## config.mk

```make
export PLATFORM = sky130hd
export DESIGN_NAME = store_buffer_flat
export DESIGN_NICKNAME = d
export VERILOG_FILES = /design/src/rtl/store_buffer_if.sv /design/src/rtl/store_buffer.sv /design/src/flat_wrapper.sv
export SDC_FILE = /design/constraint.sdc
export NUM_CORES = 1
export LEC_CHECK = 0
export CORE_MARGIN = 3
export CORE_UTILIZATION = 55
export CTS_CLUSTER_SIZE = 10
export DETAILED_ROUTE_END_ITERATION = 8
export GPL_ROUTABILITY_DRIVEN = 1
export PLACE_DENSITY = 0.83
export SLEW_MARGIN = 40
export SYNTH_ARGS = -nofsm -noshare
export SYNTH_HDL_FRONTEND = slang
export SYNTH_SLANG_ARGS = --single-unit
```

## constraint.sdc

```tcl
create_clock -name clk_i -period 3.3 [get_ports clk_i]
set_input_delay 0.825 -clock clk_i [delete_from_list [all_inputs] [get_ports clk_i]]
set_output_delay 0.825 -clock clk_i [all_outputs]
set_load 0.01 [all_outputs]
```

## src/rtl/store_buffer_if.sv

```systemverilog
// Store buffer port bundle: dispatch, LSU fill, load bypass, ROB commit, memory drain.
// mem_wr handshake: request is held stable while mem_wr_v_o is high; a write transfers on mem_wr_v_o & mem_wr_ready_i.
interface store_buffer_if #(
    parameter int WORD_SIZE_P = 16,
    parameter int SB_ENTRY    = 8
);
    localparam int IDX_W        = $clog2(SB_ENTRY);
    localparam int CDB_SB_WIDTH = IDX_W + 2 * WORD_SIZE_P;

    logic                    alloc_v_i;
    logic [IDX_W-1:0]        sb_tail_o;
    logic                    sb_full_o;
    logic                    sb_empty_o;
    logic                    lsu_sb_v_i;
    logic [CDB_SB_WIDTH-1:0] lsu_sb_i;
    logic [WORD_SIZE_P-1:0]  exe_ld_bypass_addr_i;
    logic [IDX_W-1:0]        exe_ld_bypass_sb_num_i;
    logic                    sb_ld_bypass_valid_o;
    logic [WORD_SIZE_P-1:0]  sb_ld_bypass_value_o;
    logic                    commit_st_v_i;
    logic                    mem_wr_v_o;
    logic [WORD_SIZE_P-1:0]  mem_wr_addr_o;
    logic [WORD_SIZE_P-1:0]  mem_wr_data_o;
    logic                    mem_wr_ready_i;
    logic                    mispredict_i;

    modport slave (
        input  alloc_v_i, lsu_sb_v_i, lsu_sb_i, exe_ld_bypass_addr_i,
               exe_ld_bypass_sb_num_i, commit_st_v_i, mem_wr_ready_i, mispredict_i,
        output sb_tail_o, sb_full_o, sb_empty_o, sb_ld_bypass_valid_o,
               sb_ld_bypass_value_o, mem_wr_v_o, mem_wr_addr_o, mem_wr_data_o
    );

    modport master (
        output alloc_v_i, lsu_sb_v_i, lsu_sb_i, exe_ld_bypass_addr_i,
               exe_ld_bypass_sb_num_i, commit_st_v_i, mem_wr_ready_i, mispredict_i,
        input  sb_tail_o, sb_full_o, sb_empty_o, sb_ld_bypass_valid_o,
               sb_ld_bypass_value_o, mem_wr_v_o, mem_wr_addr_o, mem_wr_data_o
    );
endinterface

```

## src/rtl/store_buffer.sv

```systemverilog
// Circular store buffer with in-order commit/drain and mispredict flush.
// Define PJ_SB_BYPASS_EN to build the store-to-load bypass search; otherwise bypass outputs are tied to 0.
module store_buffer #(
    parameter int WORD_SIZE_P = 16,
    parameter int SB_ENTRY    = 8
) (
    input logic           clk_i,
    input logic           reset_n_i,
    store_buffer_if.slave sb
);
    localparam int IDX_W = $clog2(SB_ENTRY);
    localparam int W     = WORD_SIZE_P;

    typedef logic [IDX_W:0]   ptr_t;
    typedef logic [IDX_W-1:0] idx_t;

    logic [SB_ENTRY-1:0] occ_q, occ_d, fil_q, fil_d, com_q, com_d;
    logic [W-1:0]        addr_q [SB_ENTRY];
    logic [W-1:0]        addr_d [SB_ENTRY];
    logic [W-1:0]        data_q [SB_ENTRY];
    logic [W-1:0]        data_d [SB_ENTRY];
    ptr_t                head_q, head_d, cmt_q, cmt_d, tail_q, tail_d;

    idx_t         head_idx, cmt_idx, tail_idx, fill_idx;
    logic [W-1:0] fill_addr, fill_data;
    logic         full, empty;
    logic         alloc_fire, fill_fire, commit_fire, drain_v, drain_fire;

    assign head_idx = head_q[IDX_W-1:0];
    assign cmt_idx  = cmt_q[IDX_W-1:0];
    assign tail_idx = tail_q[IDX_W-1:0];
    assign {fill_idx, fill_addr, fill_data} = sb.lsu_sb_i;

    assign full  = (head_idx == tail_idx) && (head_q[IDX_W] != tail_q[IDX_W]);
    assign empty = (head_q == tail_q);

    // Fills to entries that were flushed (or already committed) are dropped.
    assign alloc_fire  = sb.alloc_v_i & ~full & ~sb.mispredict_i;
    assign fill_fire   = sb.lsu_sb_v_i & occ_q[fill_idx] & ~com_q[fill_idx];
    assign commit_fire = sb.commit_st_v_i & occ_q[cmt_idx];
    assign drain_v     = occ_q[head_idx] & com_q[head_idx];
    assign drain_fire  = drain_v & sb.mem_wr_ready_i;

    always_comb begin
        occ_d  = occ_q;
        fil_d  = fil_q;
        com_d  = com_q;
        addr_d = addr_q;
        data_d = data_q;
        head_d = head_q;
        cmt_d  = cmt_q;
        tail_d = tail_q;

        if (fill_fire) begin
            addr_d[fill_idx] = fill_addr;
            data_d[fill_idx] = fill_data;
            fil_d[fill_idx]  = 1'b1;
        end
        if (commit_fire) begin
            com_d[cmt_idx] = 1'b1;
            cmt_d          = cmt_q + ptr_t'(1);
        end
        if (drain_fire) begin
            occ_d[head_idx] = 1'b0;
            fil_d[head_idx] = 1'b0;
            com_d[head_idx] = 1'b0;
            head_d          = head_q + ptr_t'(1);
        end
        if (alloc_fire) begin
            occ_d[tail_idx] = 1'b1;
            fil_d[tail_idx] = 1'b0;
            com_d[tail_idx] = 1'b0;
            tail_d          = tail_q + ptr_t'(1);
        end
        // Flush sees this cycle's commit, so the retiring store survives.
        if (sb.mispredict_i) begin
            tail_d = cmt_d;
            for (int i = 0; i < SB_ENTRY; i++) begin
                if (!com_d[i]) begin
                    occ_d[i] = 1'b0;
                    fil_d[i] = 1'b0;
                end
            end
        end
    end

    always_ff @(posedge clk_i or negedge reset_n_i) begin
        if (!reset_n_i) begin
            occ_q  <= '0;
            fil_q  <= '0;
            com_q  <= '0;
            head_q <= '0;
            cmt_q  <= '0;
            tail_q <= '0;
            for (int i = 0; i < SB_ENTRY; i++) begin
                addr_q[i] <= '0;
                data_q[i] <= '0;
            end
        end else begin
            occ_q  <= occ_d;
            fil_q  <= fil_d;
            com_q  <= com_d;
            head_q <= head_d;
            cmt_q  <= cmt_d;
            tail_q <= tail_d;
            for (int i = 0; i < SB_ENTRY; i++) begin
                addr_q[i] <= addr_d[i];
                data_q[i] <= data_d[i];
            end
        end
    end

    assign sb.sb_tail_o     = tail_idx;
    assign sb.sb_full_o     = full;
    assign sb.sb_empty_o    = empty;
    assign sb.mem_wr_v_o    = drain_v;
    assign sb.mem_wr_addr_o = addr_q[head_idx];
    assign sb.mem_wr_data_o = data_q[head_idx];

`ifdef PJ_SB_BYPASS_EN
    logic         byp_v;
    logic [W-1:0] byp_val;
    idx_t         n_older, scan_idx;

    // Scan oldest to youngest so the last hit is the youngest older store.
    always_comb begin
        byp_v    = 1'b0;
        byp_val  = '0;
        n_older  = sb.exe_ld_bypass_sb_num_i - head_idx;
        scan_idx = '0;
        for (int k = 0; k < SB_ENTRY; k++) begin
            scan_idx = head_idx + idx_t'(k);
            if ((idx_t'(k) < n_older) && fil_q[scan_idx] &&
                (addr_q[scan_idx] == sb.exe_ld_bypass_addr_i)) begin
                byp_v   = 1'b1;
                byp_val = data_q[scan_idx];
            end
        end
    end

    assign sb.sb_ld_bypass_valid_o = byp_v;
    assign sb.sb_ld_bypass_value_o = byp_val;
`else
    logic unused_bypass;
    assign unused_bypass = ^{sb.exe_ld_bypass_addr_i, sb.exe_ld_bypass_sb_num_i};

    assign sb.sb_ld_bypass_valid_o = 1'b0;
    assign sb.sb_ld_bypass_value_o = '0;
`endif
endmodule

```

## src/flat_wrapper.sv

```systemverilog
// flat-port wrapper written by rule: the top's interface ports become plain ports
module store_buffer_flat 
#(
    parameter int WORD_SIZE_P = 16,
    parameter int SB_ENTRY    = 8
)
  (clk_i, reset_n_i, sb_alloc_v_i, sb_lsu_sb_v_i, sb_lsu_sb_i, sb_exe_ld_bypass_addr_i, sb_exe_ld_bypass_sb_num_i, sb_commit_st_v_i, sb_mem_wr_ready_i, sb_mispredict_i, sb_sb_tail_o, sb_sb_full_o, sb_sb_empty_o, sb_sb_ld_bypass_valid_o, sb_sb_ld_bypass_value_o, sb_mem_wr_v_o, sb_mem_wr_addr_o, sb_mem_wr_data_o);
  store_buffer_if #(.WORD_SIZE_P(WORD_SIZE_P), .SB_ENTRY(SB_ENTRY)) sb_i ();
  input logic clk_i;
  input logic reset_n_i;
  input wire logic [$bits(sb_i.alloc_v_i)-1:0] sb_alloc_v_i;
  input wire logic [$bits(sb_i.lsu_sb_v_i)-1:0] sb_lsu_sb_v_i;
  input wire logic [$bits(sb_i.lsu_sb_i)-1:0] sb_lsu_sb_i;
  input wire logic [$bits(sb_i.exe_ld_bypass_addr_i)-1:0] sb_exe_ld_bypass_addr_i;
  input wire logic [$bits(sb_i.exe_ld_bypass_sb_num_i)-1:0] sb_exe_ld_bypass_sb_num_i;
  input wire logic [$bits(sb_i.commit_st_v_i)-1:0] sb_commit_st_v_i;
  input wire logic [$bits(sb_i.mem_wr_ready_i)-1:0] sb_mem_wr_ready_i;
  input wire logic [$bits(sb_i.mispredict_i)-1:0] sb_mispredict_i;
  output wire logic [$bits(sb_i.sb_tail_o)-1:0] sb_sb_tail_o;
  output wire logic [$bits(sb_i.sb_full_o)-1:0] sb_sb_full_o;
  output wire logic [$bits(sb_i.sb_empty_o)-1:0] sb_sb_empty_o;
  output wire logic [$bits(sb_i.sb_ld_bypass_valid_o)-1:0] sb_sb_ld_bypass_valid_o;
  output wire logic [$bits(sb_i.sb_ld_bypass_value_o)-1:0] sb_sb_ld_bypass_value_o;
  output wire logic [$bits(sb_i.mem_wr_v_o)-1:0] sb_mem_wr_v_o;
  output wire logic [$bits(sb_i.mem_wr_addr_o)-1:0] sb_mem_wr_addr_o;
  output wire logic [$bits(sb_i.mem_wr_data_o)-1:0] sb_mem_wr_data_o;
  assign sb_i.alloc_v_i = sb_alloc_v_i;
  assign sb_i.lsu_sb_v_i = sb_lsu_sb_v_i;
  assign sb_i.lsu_sb_i = sb_lsu_sb_i;
  assign sb_i.exe_ld_bypass_addr_i = sb_exe_ld_bypass_addr_i;
  assign sb_i.exe_ld_bypass_sb_num_i = sb_exe_ld_bypass_sb_num_i;
  assign sb_i.commit_st_v_i = sb_commit_st_v_i;
  assign sb_i.mem_wr_ready_i = sb_mem_wr_ready_i;
  assign sb_i.mispredict_i = sb_mispredict_i;
  assign sb_sb_tail_o = sb_i.sb_tail_o;
  assign sb_sb_full_o = sb_i.sb_full_o;
  assign sb_sb_empty_o = sb_i.sb_empty_o;
  assign sb_sb_ld_bypass_valid_o = sb_i.sb_ld_bypass_valid_o;
  assign sb_sb_ld_bypass_value_o = sb_i.sb_ld_bypass_value_o;
  assign sb_mem_wr_v_o = sb_i.mem_wr_v_o;
  assign sb_mem_wr_addr_o = sb_i.mem_wr_addr_o;
  assign sb_mem_wr_data_o = sb_i.mem_wr_data_o;
  store_buffer #(.WORD_SIZE_P(WORD_SIZE_P), .SB_ENTRY(SB_ENTRY)) u_core (.clk_i(clk_i), .reset_n_i(reset_n_i), .sb(sb_i));
endmodule
```

==> impl_metrics.env, run 1 <==
export IMPL_maxCapViolCount=0
export IMPL_ys_ff_latch=284
export IMPL_place_congestion=0.8789
export IMPL_yosysUniqueCellTypes=49
export IMPL_start_util_pct=56.40
export IMPL_cp_data_required_time_ps=2470
export IMPL_fin_setup_tns_ps=0
export IMPL_drive_gt1_share_pct=47.41
export IMPL_vias=7947
export IMPL_synth_area_um2=13360
export IMPL_ios=116
export IMPL_detail_route_wl_per_cell_um=22.72
export IMPL_grt_max_degree=74
export IMPL_place_area_um2=14790
export IMPL_place_ws_ps=34.04
export IMPL_cts_tree="done"
export IMPL_dieArea_um2=26190
export IMPL_root_buffer="clkbuf_16"
export IMPL_use_met3_pct=4.591
export IMPL_max_stage_delay_ps=560
export IMPL_worstSetupEndpointType="output pin"
export IMPL_power_density_nw_per_um2=691.5
export IMPL_seq_area_frac_synth_pct=53.21
export IMPL_first_pass_iters=5
export IMPL_r2r_start="u_core.head_q[0]$_DFFE_PN0N_"
export IMPL_nets=1042
export IMPL_hold_path_class="primary input to asynchronous set/reset pin"
export IMPL_p_sw_uw=3048
export IMPL_grt_usage_pct=22.85
export IMPL_drc=0
export IMPL_critPathKind="register to output pin"
export IMPL_area_growth_pct=18.47
export IMPL_final_area_um2=15820
export IMPL_core_area_um2=23680
export IMPL_ant_nets=0
export IMPL_synthArstFlopShare_pct=100.0
export IMPL_period_minus_slack_ps=3236
export IMPL_syn_inst=871
export IMPL_fill_cells=1657
export IMPL_final_util_pct=66.82
export IMPL_fp_row_count=56
export IMPL_syn_area_per_cell_um2=15.33
export IMPL_clock_fmax_ghz=0.3091
export IMPL_vdd_drop_max_mv=0.5613
export IMPL_wl_mm=29.64
export IMPL_fp_dieH_um=161.8
export IMPL_critPathArrivalTime_ps=2410
export IMPL_crit_fanout=17
export IMPL_dp_hpwl_mm=17.69
export IMPL_clock_sinks=284
export IMPL_relSlewSlack_pct=58.53
export IMPL_slew_violations=0
export IMPL_clockBufferDepth=3
export IMPL_p_int_uw=7893
export IMPL_seqPwrFrac_pct=43.9
export IMPL_grt_use_met1_pct=31.23
export IMPL_synth_edff_count=0
export IMPL_ys_warn_count=0
export IMPL_drtIter0Drc=431
export IMPL_comb_power_share_pct=27.0
export IMPL_swShare_pct=27.86
export IMPL_outcome="complete, no violations"
export IMPL_min_period_over_period_pct=98.05
export IMPL_leakage_uw=0.007488
export IMPL_grt_overflow_total=0
export IMPL_synth_flop_cell="dfrtp_1"
export IMPL_grt_pass1_vias=8480
export IMPL_worstPathCellList="buf_12, mux4_2, mux2_4, dlygate4sd2_1"
export IMPL_setup_violations_final=0
export IMPL_die_width_um=161.8
export IMPL_pwr_share_clk_pct=29.1
export IMPL_grt_pass1_wl_mm=47.27
export IMPL_clk_pin_slew_ps=60
export IMPL_cp_start_kind="register"
export IMPL_clock_latency_ps=510
export IMPL_crit_start="u_core.head_q[0]$_DFFE_PN0N_"
export IMPL_routed_via_density=6.090
export IMPL_hold_viol_final=0
export IMPL_grt_busiest_layer="met2"
export IMPL_h_tree_depth=2
export IMPL_antenna_found_initial=1
export IMPL_fin_ws_ps=64.31
export IMPL_whs_ps=283.4
export IMPL_cts_made_buffers=34
export IMPL_tightest_slew_ps=616.4
export IMPL_met2_usage_pct=38.00
export IMPL_slowest_stage="dfrtp_4"
export IMPL_rsz0062_at_grt="true"
export IMPL_portBuffers=79
export IMPL_skew_ps=13.73
==> critical path: cells and delay by family, from the launching register on <==
kind,cells,cell delay (ps)
buffers and inverters,2,520
DFF,1,560
muxes,2,830
==> worst paths after layout <==
| check | end | cells past startpoint | slack [ps] |
|---|---|---|---|
| max | sb_mem_wr_data_o[3] | 4 | 60 |
| min | u_core.addr_q[91]$_DFFE_PN0P_ | 1 | 280 |
| max reg2reg | u_core.head_q[1]$_DFFE_PN0N_ | 5 | 970 |
| min reg2reg | u_core.cmt_q[3]$_DFF_PN0_ | 1 | 480 |
| max in group asynchronous | u_core.addr_q[27]$_DFFE_PN0P_ | 2 | 2200 |
| min in group clk_i | u_core.cmt_q[3]$_DFF_PN0_ | 1 | 480 |
==> routing by layer <==
metal | vias up | wire (µm)
li1 | 3423 | -
met1 | 4243 | 12580
met2 | 234 | 14900
met3 | 47 | 1616
met4 | 0 | 547
met5 | - | 0
==> per-stage QoR <==
step / std cells / power (µW)
after floorplan: 887 / 6656
after global placement: 1249 / 7570
after detailed placement: 1249 / 7703
after CTS: 1296 / 10900
after global routing: 1305 / 11480
final: 1305 / 10940
==> flip-flops by register name (all words and copies together), names as in the netlist <==
register and cells:
u_core.tail_q 4, u_core.data_q 128, u_core.head_q 4, u_core.occ_q 8, u_core.com_q 8, u_core.addr_q 128, u_core.cmt_q 4
==> cell families (layout without fill, tap and decap cells) <==
family,count (synthesis),count (layout),synth area share [%]
DFF,284,284,53.21
xor gates and xnor gates,12,12,0.7869
muxes,368,368,36.64
AOI/OAI and AO/OA,45,45,2.398
adders and majority gates,3,3,0.2811
other,1,18,0.02808
and+or+nand+nor,72,72,3.035
buffers and inverters,86,184,3.625
==> cell type report <==
type,count,area (µm²),area share (%)
flip-flops and latches,284,7118,44.98
clock buffers,39,869.6,5.495
diodes,1,2.502,0.01581
multi-input cells,517,5887,37.20
repair buffers,130,1468,9.275
well taps,319,399.1,2.522
inverters,11,41.29,0.2609
clock inverters,4,38.79,0.2451
==> cell usage in the layout, fill, tap and decap left out, types with 3 or more instances in the layout <==
cell	instances
mux2i_1	4
dfrtp_1	281
clkdlybuf4s50_1	45
a211oi_1	7
nor4_1	8
buf_4	24
nand4_1	4
a21oi_1	12
xnor2_1	7
nand3b_1	3
nand3_1	6
dlygate4sd2_1	29
a31oi_1	6
conb_1	17
nand2_1	17
mux2_2	289
nor2b_1	6
mux2_1	5
inv_1	9
mux2_4	3
clkbuf_1	5
xor2_1	4
mux4_2	67
buf_8	3
a2bb2oi_1	5
clkbuf_16	35
buf_12	23
nor2_1	6
dlymetal6s2s_1	3
nand2b_1	3
nor2_4	4
dfrtp_4	3
ha_1	3
==> synthesized netlist by cell type (3+ instances only) <==
cell       instances  area share, %
dfrtp_1          284             53
ha_1               3           0.28
mux2_2           292             25
clkbuf_1          13           0.37
buf_1              6           0.17
a2bb2oi_1          5           0.33
nand2_1           17           0.48
nand4_1            4           0.19
xor2_1             4           0.26
mux2i_1            4           0.30
a211oi_1           7           0.39
mux2_1             5           0.42
nand2b_1           5           0.23
buf_4             29            1.6
nand3b_1           3           0.17
inv_1             10           0.28
mux4_2            67             11
nor2b_1            6           0.28
a21oi_1           12           0.45
a31oi_1            6           0.28
nor4_1             8           0.37
buf_6              3           0.25
nand3_1            6           0.22
nor2_1            10           0.28
xnor2_1            8           0.52
buf_2             23           0.86
==> what timing repair did <==
action	4_1_cts	5_1_grt
gates cloned	0	1
endpoints found under the setup margin	33	5
pin swaps	0	0
resized for setup	36	10
hold buffers	0	0
buffers inserted	4	7
==> power by group through the flow <==
| stage | clock network, µW | logic (µW) | registers [µW] |
|---|---|---|---|
| 2_1_floorplan | 0 | 2100 | 4560 |
| 3_3_place_gp | 0 | 2770 | 4800 |
| 3_5_place_dp | 0 | 2850 | 4850 |
| 4_1_cts | 3230 | 2880 | 4780 |
| 5_1_grt | 3390 | 3190 | 4900 |
| 6_report | 3180 | 2950 | 4810 |
Power figures use the tool's default switching activity.
==> inputs of run 2 (changes only) <==
CORE_ASPECT_RATIO = 1.5   (was unset)
==> run 2 against run 1 <==
  * Die area up 0.15%
  * Sequential share of layout area fell by 0.17 points
  * Clock skew grew 5.4 ps
  * Flip-flop and latch count stayed put
  * Utilization down 0.18 points
  * Maximum frequency barely moved
  * First-iteration DRC count grew 12%
  * Clock-buffer cell count decreased by 2
  * Via count is 0.13% lower
  * Critical path type unchanged
  * Highest routed layer unchanged
==> impl_metrics.env, run 2 (synthesized netlist as in run 1, its figures left out) <==
export IMPL_place_congestion=0.8047
export IMPL_crit_fanout=6
export IMPL_pwr_share_clk_pct=29.4
export IMPL_vias=7937
export IMPL_drc=0
export IMPL_cts_hold_fix_buffers=0
export IMPL_hold_viol_final=0
export IMPL_grt_pass1_wl_mm=47.07
export IMPL_portBuffers=79
export IMPL_first_pass_iters=5
export IMPL_dieArea_um2=26230
export IMPL_layout_common_cells="mux2_2 (292), dfrtp_1 (281), mux4_2 (67)"
export IMPL_reg_top3="u_core.addr_q x128, u_core.data_q x128"
export IMPL_relSlewSlack_pct=50.30
export IMPL_maxCapViolCount=0
export IMPL_dp_hpwl_mm=18.10
export IMPL_start_util_pct=56.05
export IMPL_rsz0062_at_grt="false"
export IMPL_period_minus_slack_ps=3235
export IMPL_drive_gt1_share_pct=48.23
export IMPL_diodes=0
export IMPL_cp_start_kind="register"
export IMPL_power_density_nw_per_um2=691.3
export IMPL_critPathKind="register to output pin"
export IMPL_detail_route_wl_per_cell_um=22.21
export IMPL_slew_violations=0
export IMPL_antenna_found_initial=0
export IMPL_worstSetupEndpointType="output pin"
export IMPL_clockBufferDepth=3
export IMPL_fp_row_count=69
export IMPL_seqPwrFrac_pct=43.4
export IMPL_skew_ps=19.14
export IMPL_ant_nets=0
export IMPL_clk_pin_slew_ps=60
export IMPL_vdd_drop_max_mv=0.4382
export IMPL_outcome="complete, no violations"
export IMPL_grt_usage_pct=22.46
export IMPL_nets=1051
export IMPL_die_width_um=133.2
export IMPL_clock_fmax_ghz=0.3091
export IMPL_fill_cells=1654
export IMPL_comb_power_share_pct=27.3
export IMPL_tightest_slew_ps=745.5
export IMPL_p_sw_uw=3044
export IMPL_mostFrequentLayoutCell="mux2_2"
export IMPL_routed_via_density=6.059
export IMPL_leakage_uw=0.007535
export IMPL_min_period_over_period_pct=98.03
export IMPL_root_buffer="clkbuf_16"
export IMPL_r2r_cells=5
export IMPL_fin_setup_tns_ps=0
export IMPL_place_area_um2=14850
export IMPL_drtIter0Drc=482
export IMPL_clock_sinks=284
export IMPL_wl_mm=29.09
export IMPL_grt_overflow_total=0
export IMPL_finalPower_uw=10980
export IMPL_hold_path_class="primary input to asynchronous set/reset pin"
export IMPL_cp_data_required_time_ps=2470
export IMPL_grt_pass1_vias=8668
export IMPL_core_area_um2=23830
export IMPL_clock_latency_ps=510
export IMPL_critPathArrivalTime_ps=2410
export IMPL_setup_violations_final=0
export IMPL_ios=116
export IMPL_swShare_pct=27.73
export IMPL_area_growth_pct=18.89
export IMPL_p_int_uw=7934
export IMPL_cts_made_buffers=34
export IMPL_fp_dieH_um=196.9
export IMPL_final_area_um2=15880
export IMPL_grt_max_degree=94
export IMPL_cts_tree="done"
export IMPL_h_tree_depth=2
[run 2: cell types whose count changed in the layout (fill, tap and decap cells not counted), sizes merged]
cell / before / now
clkbuf: 40 / 38
inv: 13 / 11
buf: 51 / 61
clkdlybuf4s15: 1 / 0
clkinvlp: 0 / 1
diode: 1 / 0
[run 2: per-layer routing]
layer | up-vias | routed length (µm) | track usage [%] | part of all wire [%]
met5 | - | 0 | 0 | 0
met4 | 0 | 833 | 7.129 | 2.9
met3 | 62 | 947 | 2.528 | 3.3
met2 | 201 | 15350 | 39.60 | 53
met1 | 4225 | 11960 | 29.44 | 41
li1 | 3449 | - | - | -
[run 2: critical path, stage by stage, from the launching register on]
cell             delay [ps]
dfrtp_4                 460
buf_8                   160
mux4_2                  500
mux2_2                  310
clkdlybuf4s50_1         480
[run 2: path summary, 6_finish.rpt]
kind,slack (ps),end,start
max,60,sb_mem_wr_data_o[5],u_core.head_q[0]$_DFFE_PN0N_
min,300,u_core.data_q[121]$_DFFE_PN0P_,reset_n_i
max reg2reg,1020,u_core.tail_q[1]$_DFFE_PN0P_,u_core.cmt_q[1]$_DFF_PN0_
min reg2reg,470,u_core.cmt_q[3]$_DFF_PN0_,u_core.cmt_q[3]$_DFF_PN0_
max in group asynchronous,2080,u_core.addr_q[7]$_DFFE_PN0P_,reset_n_i
min in group clk_i,470,u_core.cmt_q[3]$_DFF_PN0_,u_core.cmt_q[3]$_DFF_PN0_
[run 2: power groups by stage]
stage               combinational [µW]  clock [µW]  sequential, µW
floorplan                         2100           0            4560
global placement                  2820           0            4800
detailed placement                2880           0            4860
CTS                               3010        3290            4750
global route                      3220        3420            4850
finish                            2990        3220            4760
[run 2: layout make-up]
class | instances | area [µm²] | share of cell area, %
tap | 319 | 399.1 | 2.514
sequential | 284 | 7116 | 44.81
inverter | 11 | 41.29 | 0.2600
multi-input combinational | 517 | 5876 | 37.00
clock inverter | 3 | 40.04 | 0.2521
clock buffer | 37 | 883.3 | 5.563
timing repair buffer | 139 | 1524 | 9.597
[run 2: stage by stage]
step	util, %	cells	hold WS, ps	worst slack, ps
5_1_grt	66.64	1310	358.1	26.13
3_5_place_dp	62.30	1257	464.1	39.27
4_1_cts	66.50	1307	356.2	-98.79
3_3_place_gp	62.30	1257	462.7	45.16
6_report	66.64	1310	302.1	64.85
2_1_floorplan	-	887	444.5	591.1
[run 2: repair_timing]
action,4_1_cts,5_1_grt
setup buffers,10,3
setup endpoints to repair,34,4
gates resized for setup,36,6
pin swaps,1,0
endpoints found under the hold margin,0,0
==> inputs of run 3 (changes only) <==
PLACE_DENSITY = 0.76   (was 0.83)
SETUP_SLACK_MARGIN = 0.02   (was unset)
==> run 3 against run 2 <==
  * Maximum frequency is 2.3% lower
  * Sequential power hardly changed
  * Flip-flop and latch count stayed put
  * Cell count is 0.23% lower
  * The flow now finishes with violations (negative setup slack)
  * Critical path depth stayed put
  * Critical endpoint is now sb_mem_wr_addr_o[2]
  * Worst setup slack worse by 77 ps
  * Sequential share of layout area is 0.18 points higher
  * Routed wire length is 3.7% lower
  * Clock-buffer cell count is 1 higher
  * Total power is 0.72% lower
  * Worst hold slack better by 23 ps
  * Highest routed layer unchanged
  * Clock skew is 9.3 ps lower
==> impl_metrics.env, run 3 (synthesized netlist as in run 1, its figures left out) <==
export IMPL_slew_violations=0
export IMPL_reg_top3="u_core.addr_q x128, u_core.data_q x128"
export IMPL_max_stage_delay_ps=520
export IMPL_cp_data_required_time_ps=2470
export IMPL_grt_pass1_vias=8458
export IMPL_h_tree_depth=2
export IMPL_fill_cells=1717
export IMPL_ant_nets=0
export IMPL_finalPower_uw=10900
export IMPL_area_growth_pct=18.45
export IMPL_crit_fanout=7
export IMPL_violations="negative setup slack"
export IMPL_multiInputGateArea_um2=5876
export IMPL_rsz0062_at_grt="true"
export IMPL_cts_tree="done"
export IMPL_antenna_found_initial=0
export IMPL_portBuffers=79
export IMPL_tightest_slew_ps=638.9
export IMPL_core_area_um2=23830
export IMPL_routed_via_density=5.930
export IMPL_vias=7750
export IMPL_hold_viol_final=0
export IMPL_crit_family="multiplexers"
export IMPL_fin_setup_tns_ps=-20.68
export IMPL_drc=0
export IMPL_dieArea_um2=26230
export IMPL_setup_violations_final=2
export IMPL_first_pass_iters=4
export IMPL_worstPathCellList="buf_6, mux4_2, mux2_2, clkdlybuf4s50_1"
export IMPL_critPathArrivalTime_ps=2490
export IMPL_hold_path_class="primary input to asynchronous set/reset pin"
export IMPL_die_width_um=133.2
export IMPL_final_util_pct=66.39
export IMPL_critPathKind="register to output pin"
export IMPL_ios=116
export IMPL_drive_gt1_share_pct=47.77
export IMPL_clockBufferDepth=3
export IMPL_clock_sinks=284
export IMPL_maxCapViolCount=0
export IMPL_outcome="finished with violations"
export IMPL_r2r_start="u_core.occ_q[0]$_DFF_PN0_"
export IMPL_vdd_drop_max_mv=0.4582
export IMPL_cts_made_buffers=34
export IMPL_slowest_stage="dfrtp_4"
export IMPL_cts_hold_fix_buffers=0
export IMPL_grt_max_degree=81
export IMPL_leakage_uw=0.007460
export IMPL_skew_ps=9.833
export IMPL_drtIter0Drc=504
export IMPL_r2r_cells=7
export IMPL_fp_row_count=69
export IMPL_period_minus_slack_ps=3312
export IMPL_path_buf_inv=2
export IMPL_crit_cells=4
export IMPL_clock_latency_ps=490
export IMPL_cp_start_kind="register"
export IMPL_root_buffer="clkbuf_16"
export IMPL_worstSetupEndpointType="output pin"
export IMPL_grt_pass1_wl_mm=45.29
export IMPL_crit_start="u_core.head_q[0]$_DFFE_PN0N_"
export IMPL_diodes=0
export IMPL_layout_common_cells="mux2_2 (292), dfrtp_1 (281), mux4_2 (67)"
export IMPL_dp_hpwl_mm=17.43
export IMPL_fin_cells=1307
export IMPL_whs_ps=324.9
export IMPL_fp_dieH_um=196.9
export IMPL_min_period_over_period_pct=100.4
export IMPL_detail_route_wl_per_cell_um=21.44
export IMPL_relSlewSlack_pct=57.41
export IMPL_fin_ws_ps=-11.84
export IMPL_clock_fmax_ghz=0.3019
export IMPL_grt_overflow_total=0
export IMPL_start_util_pct=56.05
export IMPL_power_density_nw_per_um2=688.9
export IMPL_mostFrequentLayoutCell="mux2_2"
export IMPL_wl_mm=28.02
export IMPL_placedCellCount=1252
export IMPL_clk_pin_slew_ps=50
export IMPL_place_congestion=0.8509
export IMPL_seq_area_um2=7118
export IMPL_nets=1048
export IMPL_grt_usage_pct=21.61
[run 3: changes by cell type in the layout (fill, tap and decap cells not counted), moves of 2 or more]
cell             change
dlymetal6s2s_1       -2
clkdlybuf4s50_1      +5
buf_6                +3
dlygate4sd2_1        -3
buf_12               -3
buf_4                -3
[run 3: path summary, 6_finish.rpt]
check	end	slack [ps]
max in group asynchronous	u_core.com_q[6]$_DFF_PN0_	2120
min reg2reg	u_core.addr_q[31]$_DFFE_PN0P_	490
min	u_core.tail_q[2]$_DFFE_PN0P_	320
max	sb_mem_wr_addr_o[2]	-10
min in group clk_i	u_core.addr_q[31]$_DFFE_PN0P_	490
max reg2reg	u_core.addr_q[37]$_DFFE_PN0P_	1030
[run 3: metrics by stage]
stage          instance area, µm²  worst slack [ps]
3_5_place_dp                14770             81.03
4_1_cts                     15690            -81.63
5_1_grt                     15820            -81.00
6_report                    15820            -11.84
3_3_place_gp                14770             76.81
2_1_floorplan               13420             591.1
[run 3: layout make-up]
class	count	area share, %
clock buffers	38	5.536
clock inverters	2	0.1345
inverters	11	0.2610
multi-input cells	517	37.14
flip-flops and latches	284	44.99
well taps	319	2.523
repair buffers	136	9.412
[run 3: worst register-to-register path, stage by stage, from the launching register on]
cell and delay (ps):
dfrtp_1 440, or4b_1 460, o311ai_1 110, a221oi_2 100, buf_4 160, nor3b_4 230, buf_4 280, mux2_2 360
[run 3: where the power goes]
| group | total, µW | leakage [µW] | switching [µW] | internal [µW] |
|---|---|---|---|---|
| Combinational | 2980 | 0.00314 | 1150 | 1830 |
| Clock | 3150 | 0.000441 | 1290 | 1860 |
| Sequential | 4770 | 0.00388 | 536 | 4240 |
[run 3: per-layer routing]
layer / track usage [%] / vias up / routed length [µm] / part of all wire [%]
met3: 3.218 / 50 / 1052 / 3.8
met4: 6.557 / 0 / 648 / 2.3
met5: 0 / - / 0 / 0
met2: 38.06 / 164 / 14520 / 52
li1: - / 3412 / - / -
met1: 27.97 / 4124 / 11800 / 42
[run 3: repair_timing]
action,4_1_cts,5_1_grt
setup endpoints to repair,34,8
gates cloned,0,1
hold endpoints to repair,0,0
pin swaps,0,1
gates resized for setup,29,7
setup buffers,5,9
